===== config.mk =====
export PLATFORM = sky130hd
export DESIGN_NAME = blit_gouraud_stepper
export DESIGN_NICKNAME = d
export VERILOG_FILES = /design/src/rtl/blit_pkg.sv /design/src/rtl/gstep_lane.sv /design/src/rtl/blit_gouraud_stepper.sv
export SDC_FILE = /design/constraint.sdc
export NUM_CORES = 1
export LEC_CHECK = 0
export ABC_AREA = 1
export CAP_MARGIN = 20
export CELL_PAD_IN_SITES_DETAIL_PLACEMENT = 0
export CELL_PAD_IN_SITES_GLOBAL_PLACEMENT = 1
export CORE_MARGIN = 2
export CORE_UTILIZATION = 39
export DETAILED_ROUTE_END_ITERATION = 10
export HOLD_SLACK_MARGIN = 0.1
export PLACE_DENSITY = 0.95
export SLEW_MARGIN = 20
export SYNTH_ARGS = -nofsm -noshare
export SYNTH_HDL_FRONTEND = slang
export SYNTH_HIERARCHICAL = 1
export SYNTH_SLANG_ARGS = --single-unit

===== constraint.sdc =====
create_clock -name sys_clk -period 2.54 [get_ports sys_clk]
set_input_delay 0.508 -clock sys_clk [delete_from_list [all_inputs] [get_ports sys_clk]]
set_output_delay 0.508 -clock sys_clk [all_outputs]
set_load 0.005 [all_outputs]

===== src/rtl/blit_pkg.sv =====
// Shared definitions for the blitter Gouraud/Z stepper.
package blit_pkg;

  localparam int unsigned PIX_W = 16;

  typedef enum logic [1:0] {
    IDLE = 2'd0,
    RUN  = 2'd1,
    DONE = 2'd2
  } state_t;

endpackage


===== src/rtl/gstep_lane.sv =====
// One accumulator lane: holds a pixel value and advances it by a saturating add.
module gstep_lane
  import blit_pkg::*;
#(
  parameter int unsigned W = PIX_W
) (
  input  logic         clk,
  input  logic         rst_n,
  input  logic         i_load,
  input  logic [W-1:0] i_init,
  input  logic         i_step,
  input  logic [W-1:0] i_inc,
  input  logic         i_sat,
  input  logic         i_eightbit,
  output logic [W-1:0] o_acc
);

  localparam int unsigned HI_W = W - 8;

  logic [W-1:0]    r_acc;
  logic [W:0]      w_sum_full;
  logic [8:0]      w_sum_lo;
  logic [HI_W-1:0] w_sum_hi;
  logic [7:0]      w_lo_res;
  logic [W-1:0]    w_full_res;
  logic [W-1:0]    w_next;

  // Saturating add: clamp when the carry disagrees with the increment sign
  always_comb begin
    w_sum_full = {1'b0, r_acc} + {1'b0, i_inc};
    w_sum_lo   = {1'b0, r_acc[7:0]} + {1'b0, i_inc[7:0]};
    w_sum_hi   = r_acc[W-1:8] + i_inc[W-1:8];
    w_full_res = w_sum_full[W-1:0];
    w_lo_res   = w_sum_lo[7:0];
    if (i_sat && (i_inc[W-1] ^ w_sum_full[W])) begin
      w_full_res = {W{w_sum_full[W]}};
    end
    if (i_sat && (i_inc[7] ^ w_sum_lo[8])) begin
      w_lo_res = {8{w_sum_lo[8]}};
    end
    w_next = i_eightbit ? {w_sum_hi, w_lo_res} : w_full_res;
  end

  // Accumulator register: load wins over step, otherwise hold
  always_ff @(posedge clk or negedge rst_n) begin
    if (!rst_n) begin
      r_acc <= '0;
    end else if (i_load) begin
      r_acc <= i_init;
    end else if (i_step) begin
      r_acc <= w_next;
    end
  end

  assign o_acc = r_acc;

endmodule


===== src/rtl/blit_gouraud_stepper.sv =====
// Phrase-wide Gouraud intensity/Z stepper with load/count sequencing and valid/ready output.
module blit_gouraud_stepper
  import blit_pkg::*;
#(
  parameter int unsigned LANES = 4,
  parameter int unsigned W     = PIX_W,
  parameter int unsigned CNTW  = 16
) (
  input  logic               sys_clk,
  input  logic               resetl,
  input  logic               load,
  output logic               load_ready,
  input  logic [LANES*W-1:0] init,
  input  logic [W-1:0]       inc,
  input  logic [CNTW-1:0]    count,
  input  logic               sat,
  input  logic               eightbit,
  input  logic               abort,
  output logic [LANES*W-1:0] out_data,
  output logic               out_valid,
  input  logic               out_ready,
  output logic               busy,
  output logic               done
);

  state_t          r_state;
  logic [CNTW-1:0] r_cnt;
  logic [W-1:0]    r_inc;
  logic            r_sat;
  logic            r_eightbit;
  logic            r_out_valid;
  logic            r_busy;
  logic            r_done;
  logic            r_load_ready;

  logic            w_count_zero;
  logic            w_lane_load;
  logic            w_step;

  assign w_count_zero = (count == '0);
  assign w_lane_load  = (r_state == IDLE) && load && !abort && !w_count_zero;
  assign w_step       = (r_state == RUN) && out_ready && !abort;

  // Lane array: each lane owns its accumulator and saturating adder
  for (genvar k = 0; k < LANES; k++) begin : g_lane
    gstep_lane #(.W(W)) u_lane (
      .clk        (sys_clk),
      .rst_n      (resetl),
      .i_load     (w_lane_load),
      .i_init     (init[k*W +: W]),
      .i_step     (w_step),
      .i_inc      (r_inc),
      .i_sat      (r_sat),
      .i_eightbit (r_eightbit),
      .o_acc      (out_data[k*W +: W])
    );
  end

  // Sequencer: state, phrase counter, latched mode bits and registered status outputs
  always_ff @(posedge sys_clk or negedge resetl) begin
    if (!resetl) begin
      r_state      <= IDLE;
      r_cnt        <= '0;
      r_inc        <= '0;
      r_sat        <= 1'b0;
      r_eightbit   <= 1'b0;
      r_out_valid  <= 1'b0;
      r_busy       <= 1'b0;
      r_done       <= 1'b0;
      r_load_ready <= 1'b1;
    end else begin
      r_done <= 1'b0;
      if (abort) begin
        r_state      <= IDLE;
        r_out_valid  <= 1'b0;
        r_busy       <= 1'b0;
        r_load_ready <= 1'b1;
      end else begin
        case (r_state)
          IDLE: begin
            if (load) begin
              r_inc        <= inc;
              r_sat        <= sat;
              r_eightbit   <= eightbit;
              r_busy       <= 1'b1;
              r_load_ready <= 1'b0;
              if (w_count_zero) begin
                r_state <= DONE;
                r_done  <= 1'b1;
              end else begin
                r_state     <= RUN;
                r_cnt       <= count;
                r_out_valid <= 1'b1;
              end
            end
          end
          RUN: begin
            if (out_ready) begin
              r_cnt <= r_cnt - CNTW'(1);
              if (r_cnt == CNTW'(1)) begin
                r_state     <= DONE;
                r_out_valid <= 1'b0;
                r_done      <= 1'b1;
              end
            end
          end
          DONE: begin
            r_state      <= IDLE;
            r_busy       <= 1'b0;
            r_load_ready <= 1'b1;
          end
          default: begin
            r_state      <= IDLE;
            r_out_valid  <= 1'b0;
            r_busy       <= 1'b0;
            r_load_ready <= 1'b1;
          end
        endcase
      end
    end
  end

  assign out_valid  = r_out_valid;
  assign busy       = r_busy;
  assign done       = r_done;
  assign load_ready = r_load_ready;

endmodule

==> results.toml, run 1 <==
[detailed_routing]
drt_iter0_drc = 896
via_count = 12110
drt-total-wl_mm = 38.23
wire_per_inst_microns = 16.06
drc = 0
first_pass_iters = 7
viasPerCell = 5.087
postRouteAntennaNets = 0

[sta]
rsz0062_at_grt = "true"
hold_ws_ns = 0.1597
finalCriticalPeriod_ns = 2.427
slew_headroom = 0.5092
slew_viol_final = 0
min_period_over_period = 0.9554
finalSetupViolCount = 0
tightest_slew_ns = 0.7362
fmax_ghz = 0.4121
fin_skew_ns = 0.01074
finalHoldViolations = 0

[clock_tree]
cts.sinks = 104
cts_tree = "done"
htreeDepth = 3
clkTransAtPathRegs_ns = 0.08
worst_skew_pair.late_latency_ns = 0.37
clockBufferDepth = 2
numCtsBuffers = 9
cts_root_buffer = "clkbuf_16"

[flow_run]
cap_violations = 0

[die]
core_sq_um = 27710
die_w_microns = 171.6
initial_utilization = 0.3956
dieArea_sq_um = 29460
rows = 61
die_h_microns = 171.6
ios = 171

[global_route]
grt_pass1_vias = 11100
grt_max_degree = 77
grt_pass1_wl_mm = 59.53
grt_remaining_overflow = 0
antenna_found_initial = 0
grt_usage = 0.2596

[critical_path]
cp.depth = 13
r2r_setup_slack_ns = 0.11
crit_start = "r_inc[3]$_DFFE_PN0P_"
critPathCaptureType = "flop"
setup.worst_path.end = "g_lane[1].u_lane/o_acc[4]$_DFFE_PN0P_"
critPathLaunchType = "flop"
rr_worst_depth = 13
path_delay_family = "simple AND/OR/NAND/NOR gates"
crit_chain = "ha_1 -> or2_1 -> nand3_2 -> nand2_4 -> nand2_2 -> nand2_4 -> nand2_2 -> nand3_4 -> buf_4 -> nand2_2 -> nand2_1 -> nand3_1 -> nand3_1"
crit_top_cell = "nand2_2"
arrival_ns = 2.67
cp.required_ns = 2.79
path_buf_inv = 1
cp_max_fo = 8
timing.rr.end = "g_lane[1].u_lane/o_acc[4]$_DFFE_PN0P_"
cp_slowest_cell = "dfrtp_1"
reg2reg_from = "r_inc[3]$_DFFE_PN0P_"
critPathKind = "flop to flop"
critical_path.max_stage_delay_ns = 0.65

[placed_design]
hpwl_mm = 29.27
dp_cells = 2357
globalplace.congestion = 0.9738
port_buffers = 170

[yosys]
syn_avg_cell_area_sq_um = 6.202
synthFlopType = "dfrtp_1"
synth_area_sq_um = 10960
syn_nets = 1944
ys_ff_latch = 104
yosysUniqueCellTypes = 41
synth_warnings = 6
async_reset_ff_frac = 1.000
synth_edf_count = 0
synth_cells = 1767
ys_seq_area_frac = 0.2376

[final_layout]
drive_gt1_frac = 0.1324
layout.cells.non_filler = 2380
area_growth_pct = 28.68
n_antenna_cell = 0
nets = 2174

[hold_path]
hp-class = "primary input to async pin"

[power_and_ir_drop]
pwr_density_cell_nw_per_um2 = 1118
vdd_ir_drop_max_uv = 427.2
power_leakage_nw = 7.359

[outcome]
status = "completed"
==> Yosys cell counts (4+ instances only) <==
| master | instances | area share |
|---|---|---|
| buf_6 | 8 | 0.0082 |
| fa_1 | 8 | 0.015 |
| nand2_2 | 39 | 0.022 |
| nand2_4 | 10 | 0.010 |
| nand2_1 | 717 | 0.25 |
| o21ai_1 | 31 | 0.014 |
| nor2_1 | 147 | 0.050 |
| a21oi_2 | 13 | 0.010 |
| nand3_4 | 7 | 0.011 |
| inv_1 | 180 | 0.062 |
| nor3_1 | 13 | 0.0059 |
| nand3_2 | 8 | 0.0073 |
| a21oi_4 | 6 | 0.0089 |
| a21oi_1 | 74 | 0.034 |
| o21ai_2 | 5 | 0.0040 |
| xor2_1 | 23 | 0.018 |
| nor2_2 | 17 | 0.0097 |
| nand3_1 | 107 | 0.049 |
| a22oi_1 | 32 | 0.022 |
| clkbuf_1 | 19 | 0.0065 |
| o21bai_1 | 13 | 0.0089 |
| nor3_2 | 5 | 0.0046 |
| nand4_1 | 7 | 0.0040 |
| o21ai_0 | 50 | 0.023 |
| xnor2_1 | 8 | 0.0064 |
| inv_2 | 19 | 0.0065 |
| a21boi_2 | 4 | 0.0041 |
| or2_1 | 4 | 0.0023 |
| dfrtp_1 | 103 | 0.24 |
| clkinv_1 | 5 | 0.0017 |
| buf_2 | 7 | 0.0032 |
| ha_1 | 66 | 0.075 |
==> worst min path at each step <==
| stage | to | startpoint | slack (ns) |
|---|---|---|---|
| 2_1_floorplan | busy$_DFFE_PN0P_ | resetl | 0.21 |
| 3_3_place_gp | r_cnt[14]$_DFFE_PN0P_ | r_cnt[14]$_DFFE_PN0P_ | 0.49 |
| 3_5_place_dp | r_cnt[14]$_DFFE_PN0P_ | r_cnt[14]$_DFFE_PN0P_ | 0.50 |
| 4_1_cts | r_cnt[0]$_DFFE_PN0P_ | resetl | 0.19 |
| 5_1_grt | r_cnt[0]$_DFFE_PN0P_ | resetl | 0.18 |
| 6_report | r_cnt[2]$_DFFE_PN0P_ | resetl | 0.16 |
==> layer usage <==
layer	up-vias	track usage	wire length, microns
met5	-	0	0
met4	0	0.07148	783
met3	41	0.02738	2090
met2	378	0.4023	16890
met1	5592	0.3810	18470
li1	6095	-	-
==> cell type report <==
type                    instances  area (sq um)
repair buffers                252          2485
fillers                      2797         13600
flip-flops and latches        104          2614
well taps                     378         473.0
clock buffers                  10         229.0
multi-input cells            1425          7477
clock inverters                 6         52.55
inverters                     205         772.0
==> cells by family (layout without fill, tap and decap cells) <==
group | Yosys count | in the layout | share of synthesized area
fa+ha+maj | 74 | 74 | 0.08996
compound gates | 233 | 233 | 0.1322
xor+xnor | 31 | 31 | 0.02477
flops | 104 | 104 | 0.2376
buf+inv | 240 | 473 | 0.08974
simple gates | 1085 | 1087 | 0.4257
==> where the power goes <==
part           switching [W]  internal [W]  leakage, nW  total, W
logic                0.00652       0.00470         5.94    0.0112
registers           0.000863       0.00223         1.29   0.00310
clock network       0.000761      0.000686        0.138   0.00145
total                0.00814       0.00762         7.36    0.0158
==> worst reg2reg max path: cells and delay by family (launching register included) <==
kind,cells,cell delay (ns)
fa+ha+maj,1,0.36
buf+inv,1,0.18
flops,1,0.65
simple gates,11,1.12
==> registers in the layout, summed over array words and instances, names as in the netlist <==
| signal | cells |
|---|---|
| g_lane.u_lane/o_acc | 64 |
| busy | 1 |
| load_ready | 1 |
| done | 1 |
| r_state | 2 |
| r_inc | 16 |
| r_eightbit | 1 |
| r_cnt | 16 |
| r_sat | 1 |
| out_valid | 1 |
==> per-stage QoR <==
stage,cell area (sq um),setup slack (ns),TNS (ns),power [W],utilization
global route,14100,-0.009815,-0.01545,0.01735,0.5090
CTS,13930,0.01706,0,0.01548,0.5028
finish,14100,0.1133,0,0.01576,0.5090
detailed placement,13650,-0.09151,-0.5760,0.01394,0.4926
floorplan,10960,0.4077,0,0.01033,-
global placement,13650,0.01556,0,0.01380,0.4926
==> placed cells by master (no fill, tap or decap), drive strengths merged, types with 10 or more instances in the layout <==
master / n
xor2: 23
dfrtp: 103
nand3: 124
nor3: 18
inv: 203
nand2: 766
buf: 83
a21oi: 93
a22oi: 32
o21ai: 86
nor2: 166
ha: 66
clkdlybuf4s50: 169
clkbuf: 10
o21bai: 13
==> timing repair <==
item	in CTS	in global routing
gates cloned	0	2
hold buffers	0	0
pin swaps	0	5
setup endpoints to repair	26	60
buffers inserted	0	5
gates resized for setup	1	32
(Power assumes the default switching activity.)
==> inputs of run 2 (changes only) <==
CORE_UTILIZATION = 42   (was 39)
clock period = 3.1 ns   (was 2.54 ns; I/O delays follow)
==> results.toml, run 2 (synthesis gave the netlist of run 1 again) <==
[outcome]
status = "completed"

[critical_path]
critPathCaptureType = "flop"
rr_worst_depth = 17
timing.rr.end = "g_lane[0].u_lane/o_acc[13]$_DFFE_PN0P_"
arrival_ns = 2.98
cp.required_ns = 3.36
r2r_setup_slack_ns = 0.37
critPathKind = "flop to flop"
cp_max_fo = 16
reg2reg_from = "r_inc[0]$_DFFE_PN0P_"
critPathLaunchType = "flop"

[detailed_routing]
drc = 0
drt_iter0_drc = 1020
drt-total-wl_mm = 37.03
first_pass_iters = 5
via_count = 11880
wire_per_inst_microns = 16.25
postRouteAntennaNets = 0
viasPerCell = 5.214

[placed_design]
hpwl_mm = 28.70
globalplace.congestion = 0.9876
dpl_cell_area_sq_um = 13070
port_buffers = 170

[sta]
rsz0062_at_grt = "false"
min_period_over_period = 0.8802
finalSetupViolCount = 0
finalHoldViolations = 0
finalCriticalPeriod_ns = 2.729
slew_viol_final = 0
fmax_ghz = 0.3665
fin_skew_ns = 0.01177
hold_ws_ns = 0.2004
tightest_slew_ns = 0.7197
slew_headroom = 0.5202
setup_tns_ns = 0

[clock_tree]
cts_resized = 0
hold_buffers = 0
numCtsBuffers = 9
cts.sinks = 104
cts_root_buffer = "clkbuf_16"
clkTransAtPathRegs_ns = 0.08
cts_tree = "done"
post_cts_buffers = 0
worst_skew_pair.late_latency_ns = 0.37
clockBufferDepth = 2
htreeDepth = 3

[final_layout]
layout_commonest_cell = "nand2_1"
area_growth_pct = 22.00
final_util = 0.5175
largest_reg_flops = 64
drive_gt1_frac = 0.09264
postLayoutCellArea_sq_um = 13370
fill_cells = 2626
n_antenna_cell = 0
nets = 2115
final_cell_mix = "717 x nand2_1, 179 x inv_1, 169 x clkdlybuf4s50_1"

[die]
initial_utilization = 0.4242
rows = 59
core_sq_um = 25840
die_w_microns = 165.5
ios = 171
die_h_microns = 165.5
dieArea_sq_um = 27400

[power_and_ir_drop]
p_sw_frac = 0.5260
p_clk_frac = 0.101
seqPwrFrac = 0.206
power_leakage_nw = 7.034
pwr_density_cell_nw_per_um2 = 923.5
p_switching_w = 0.006494
vdd_ir_drop_max_uv = 338.7
p_int_w = 0.005853
total_power_w = 0.01235
comb_power_share = 0.693

[hold_path]
hp-class = "primary input to async pin"

[flow_run]
cap_violations = 0

[global_route]
grt_pass1_wl_mm = 58.73
grt_usage = 0.2754
grt_max_degree = 41
antenna_found_initial = 0
grt_pass1_vias = 11300
grt_remaining_overflow = 0
run 2: cell type report:
type | instances | area [sq um] | area share
inverters | 205 | 772.0 | 0.05774
repair buffers | 195 | 1899 | 0.1421
well taps | 335 | 419.2 | 0.03135
multi-input cells | 1423 | 7372 | 0.5514
clock buffers | 9 | 225.2 | 0.01684
clock inverters | 7 | 78.83 | 0.005896
flip-flops and latches | 104 | 2604 | 0.1947
run 2: worst max-delay path by stage:
stage	from	end	slack, ns	depth (start not counted)
final	r_inc[0]$_DFFE_PN0P_	g_lane[0].u_lane/o_acc[13]$_DFFE_PN0P_	0.37	17
after CTS	r_inc[0]$_DFFE_PN0P_	g_lane[0].u_lane/o_acc[13]$_DFFE_PN0P_	0.36	17
after global placement	load	g_lane[0].u_lane/o_acc[15]$_DFFE_PN0P_	0.36	12
after floorplan	r_inc[0]$_DFFE_PN0P_	g_lane[0].u_lane/o_acc[9]$_DFFE_PN0P_	0.97	16
after detailed placement	load	g_lane[1].u_lane/o_acc[8]$_DFFE_PN0P_	0.34	10
after global routing	r_inc[0]$_DFFE_PN0P_	g_lane[0].u_lane/o_acc[10]$_DFFE_PN0P_	0.17	17
run 2: per-stage QoR:
| stage | instances | worst slack, ns |
|---|---|---|
| 3_3_place_gp | 2262 | 0.3636 |
| 5_1_grt | 2278 | 0.1666 |
| 4_1_cts | 2278 | 0.3624 |
| 2_1_floorplan | 1767 | 0.9677 |
| 3_5_place_dp | 2262 | 0.3436 |
| 6_report | 2278 | 0.3713 |
run 2: per-layer routing:
layer,track usage,vias to the layer above,part of all wire
met2,0.4402,423,0.44
met3,0.03072,46,0.073
li1,-,5955,-
met1,0.3924,5454,0.46
met5,0,-,0
met4,0.07876,0,0.022
run 2: critical path, stage by stage, from the launching register on:
cell and delay, ns:
dfrtp_1 0.53, ha_1 0.23, inv_1 0.05, fa_1 0.41, inv_1 0.07, nand2_1 0.05
nand2_1 0.10, nand3_1 0.09, nand2_2 0.17, nand2_2 0.08, nand3_1 0.12, nand3_4 0.27
nand2_1 0.14, nand2_1 0.06, nand2_1 0.06, nand2_1 0.09, nand2_1 0.07, nand2_1 0.04
run 2: power by group through the flow:
stage / clock (W) / sequential, W / combinational (W)
after floorplan: 0 / 0.00232 / 0.00615
after global placement: 0 / 0.00256 / 0.00831
after CTS: 0.00128 / 0.00253 / 0.00849
final: 0.00124 / 0.00255 / 0.00855
after global routing: 0.00133 / 0.00259 / 0.00974
after detailed placement: 0 / 0.00255 / 0.00844
